### src/rtl/seq_shifter.sv
// seq_shifter: multi-cycle sll/srl/sra/pass unit shifting one bit per clock with start/busy/done handshake
module seq_shifter #(
  parameter int WIDTH   = 32,
  parameter int SHAMT_W = 5
) (
  input  logic             clk,
  input  logic             rst,
  input  logic             start,
  input  logic [1:0]       op,
  input  logic [WIDTH-1:0] data_in,
  input  logic [WIDTH-1:0] shamt_in,
  output logic             busy,
  output logic             done,
  output logic [WIDTH-1:0] result
);
  typedef enum logic {IDLE, SHIFT} state_t;
  state_t state, state_n;
  logic [WIDTH-1:0] acc, acc_n, result_n, shifted;
  logic [SHAMT_W-1:0] cnt, cnt_n;
  logic [1:0] op_q, op_n;
  logic done_n;
  assign busy = state == SHIFT;
  always_ff @(posedge clk) begin
    if (rst) begin
      state  <= IDLE;
      acc    <= '0;
      cnt    <= '0;
      op_q   <= '0;
      result <= '0;
      done   <= 1'b0;
    end else begin
      state  <= state_n;
      acc    <= acc_n;
      cnt    <= cnt_n;
      op_q   <= op_n;
      result <= result_n;
      done   <= done_n;
    end
  end
  // pass-through never shifts because its count is forced to zero
  always_comb begin
    shifted  = op_q == 2'b00 ? {acc[WIDTH-2:0], 1'b0}
                             : {op_q == 2'b10 & acc[WIDTH-1], acc[WIDTH-1:1]};
    state_n  = state;
    acc_n    = acc;
    cnt_n    = cnt;
    op_n     = op_q;
    result_n = result;
    done_n   = 1'b0;
    if (state == IDLE) begin
      if (start) begin
        state_n = SHIFT;
        acc_n   = data_in;
        op_n    = op;
        cnt_n   = op == 2'b11 ? '0 : shamt_in[SHAMT_W-1:0];
      end
    end else if (cnt == '0) begin
      result_n = acc;
      done_n   = 1'b1;
      state_n  = IDLE;
    end else begin
      acc_n = shifted;
      cnt_n = cnt - 1'b1;
    end
  end
endmodule

### config.mk
export PLATFORM = sky130hd
export DESIGN_NAME = seq_shifter
export DESIGN_NICKNAME = d
export VERILOG_FILES = /design/src/rtl/seq_shifter.sv
export SDC_FILE = /design/constraint.sdc
export NUM_CORES = 1
export LEC_CHECK = 0
export CORE_MARGIN = 2
export CORE_UTILIZATION = 47
export CTS_CLUSTER_SIZE = 20
export DETAILED_ROUTE_END_ITERATION = 7
export GPL_TIMING_DRIVEN = 0
export PLACE_DENSITY = 0.79
export SYNTH_ARGS = -nofsm -noshare
export SYNTH_HDL_FRONTEND = slang
export SYNTH_SLANG_ARGS = --single-unit
### constraint.sdc
create_clock -name clk -period 2.21 [get_ports clk]
set_clock_uncertainty 0.05 [all_clocks]
set_input_delay 0.442 -clock clk [delete_from_list [all_inputs] [get_ports clk]]
set_output_delay 0.442 -clock clk [all_outputs]
set_load 0.01 [all_outputs]
==> impl_metrics.env <==
export IMPL_outcome="finished, final reports clean"
export IMPL_fin_crit_ns=1.964
export IMPL_drt_total_wl_um=9538
export IMPL_post_cts_resized=0
export IMPL_numCtsBuffers=9
export IMPL_required_ns=2.39
export IMPL_wl_per_cell_um=15.04
export IMPL_drive_gt1_share_pct=13.27
export IMPL_ctsHoldBuffers=0
export IMPL_synth_area_sq_um=3432
export IMPL_fillCellCount=636
export IMPL_cts_root_buf="clkbuf_8"
export IMPL_gr_usage_met1_pct=32.12
export IMPL_track_usage_pct=25.04
export IMPL_tns_ns=0
export IMPL_worst_pin_slew_ns=0.5847
export IMPL_clk_pin_slew_ns=0.08
export IMPL_core_area_sq_um=7176
export IMPL_postPlaceCellArea_sq_um=4297
export IMPL_async_flop_share_pct=0
export IMPL_busiest_layer="met2"
export IMPL_synth_edf_count=0
export IMPL_start_kind="flip-flop"
export IMPL_hold_class="flip-flop to flip-flop"
export IMPL_synth_warning_count=0
export IMPL_met3_usage_pct=3.878
export IMPL_synth_seq_cells=73
export IMPL_antenna_found_initial=0
export IMPL_cts_setup_buffers=0
export IMPL_leakage_nw=1.549
export IMPL_post_place_ws_ns=-0.1758
export IMPL_numClockSinks=73
export IMPL_yosysSeqAreaShare_pct=42.58
export IMPL_finalHoldWorstSlack_ns=0.4042
export IMPL_dpl_hpwl_um=6697
export IMPL_cp_slowest_cell="nor4b_4"
export IMPL_dr_pass1_iters=4
export IMPL_setup_viol=0
export IMPL_ys_flop_type="dfxtp_1"
export IMPL_synthCells=445
export IMPL_rsz0062_at_grt="false"
export IMPL_place_congestion=0.8531
export IMPL_vias=3484
export IMPL_num_antenna_cells=0
export IMPL_synth_nets=515
export IMPL_pwr_density_cell_nw_per_um2=769.9
export IMPL_synth_top_cell_by_area="dfxtp_1"
export IMPL_die_area_sq_um=8002
export IMPL_final_util_pct=62.98
export IMPL_cts_max_level=3
export IMPL_yosys_top_cells_area="dfxtp_1, nand2_1, a21oi_1, a31o_2, o32ai_1"
export IMPL_slew_headroom_pct=61.02
export IMPL_timing_final_ws_setup_ns=0.2458
export IMPL_grt_pass1_wl_um=15530
export IMPL_max_freq_mhz=509.1
export IMPL_dr_first_iter_drc_count=167
export IMPL_first_global_vias=3325
export IMPL_critical_path_class="flip-flop to flip-flop"
export IMPL_areaGrowthSynthToFinish_pct=31.68
export IMPL_max_cap_violations=0
export IMPL_cp_arrival_ns=2.14
export IMPL_avgSynthCellArea_sq_um=7.712
export IMPL_drc=0
export IMPL_cts_path_max_buffers=2
export IMPL_rows=31
export IMPL_grt_met2_usage_pct=41.82
export IMPL_grt_max_degree=13
export IMPL_setup_worst_path_end_class="flip-flop"
export IMPL_ys_top_cells_by_count="nand2_1, dfxtp_1, a21oi_1"
export IMPL_synth_most_common_cell="nand2_1"
export IMPL_viasPerCell=5.495
export IMPL_hold_violations=0
export IMPL_gr_total_overflow=0
export IMPL_final_nets=600
export IMPL_insertion_delay_ns=0.35
export IMPL_synth_top_cell_area_share_pct=42.58
export IMPL_crit_chain="inv_1 > ha_1 > nor4b_4 > nor2_1 > buf_2 > a21oi_1 > o32ai_1"
export IMPL_max_stage_delay_ns=0.37
export IMPL_fp_dieH_um=89.46
export IMPL_cts_tree="built"
export IMPL_drtAntennaViolNets=0
export IMPL_period_share_pct=88.88
export IMPL_synth_cell_types=33
export IMPL_die_w_um=89.46
export IMPL_post_route_cell_area_sq_um=4519
export IMPL_cp_max_fo=10
export IMPL_num_io_pins=103
export IMPL_io_buffer_count=74
export IMPL_finalMaxSlewViolations=0
export IMPL_irDropWorstVdd_mv=0.4355
export IMPL_start_util_pct=47.83
==> registers in the layout, summed over array words and instances, names as in the netlist <==
| signal | cells |
|---|---|
| result | 32 |
| op_q | 2 |
| cnt | 5 |
| acc | 32 |
| done | 1 |
| busy | 1 |
==> cells by family after synthesis <==
kind of cell	count (synthesis)	synth area share [%]
adders and majority gates	1	0.3645
AOI/OAI and AO/OA	139	27.82
xor gates and xnor gates	1	0.2552
DFF	73	42.58
buffers and inverters	72	9.624
and+or+nand+nor	158	19.07
muxes	1	0.2917
==> routing by layer <==
layer | up-vias | wire (um)
met5 | - | 0
met4 | 0 | 169
met3 | 16 | 601
met2 | 136 | 4626
met1 | 1624 | 4141
li1 | 1708 | -
==> critical path, delay by kind of cell (launching register included) <==
kind,cells,cell delay (ns)
and+or+nand+nor,2,0.56
adders and majority gates,1,0.23
AOI/OAI and AO/OA,2,0.32
buffers and inverters,2,0.32
DFF,1,0.36
==> metrics by stage <==
step                      instances  power [mW]
after floorplan                 445       2.039
after global placement          618       2.288
after detailed placement        618       2.311
after CTS                       634       3.475
after global routing            634       3.628
final                           634       3.479
==> cell type report <==
type	instances	area [sq um]	share of cell area, %
Timing Repair Buffer	74	740.7	16.39
Clock buffer	11	141.4	3.128
Buffer	38	205.2	4.540
Clock inverter	5	78.83	1.744
Sequential cell	73	1461	32.34
Tap cell	99	123.9	2.741
Inverter	34	127.6	2.824
Multi-Input combinational cell	300	1640	36.30
==> where the power goes <==
| group | leakage, nW | switching [mW] | internal (mW) | total, mW |
|---|---|---|---|---|
| Clock | 0.113 | 0.516 | 0.665 | 1.18 |
| Sequential | 0.596 | 0.111 | 1.43 | 1.54 |
| Combinational | 0.840 | 0.409 | 0.350 | 0.759 |
| Total | 1.55 | 1.04 | 2.44 | 3.48 |
==> worst paths after layout <==
check | slack, ns | endpoint | startpoint | cells after the start
worst max register to register | 0.25 | acc[7] | cnt[0] | 7
worst max-delay path | 0.25 | acc[7] | cnt[0] | 7
worst min-delay path | 0.40 | result[8] | result[8] | 2
worst min register to register | 0.40 | result[8] | result[8] | 2
==> cell usage in the layout, fill, tap and decap left out, types with 3 or more instances in the layout <==
cell and instances:
a211oi_1 3, a21oi_1 68, a31o_2 31, buf_2 12
buf_6 6, clkbuf_1 17, clkbuf_8 10, clkdlybuf4s50_1 74
dfxtp_1 73, inv_1 34, nand2_1 134, nand3_1 4
nor2_1 7, o32ai_1 30
(Power assumes the default switching activity.)
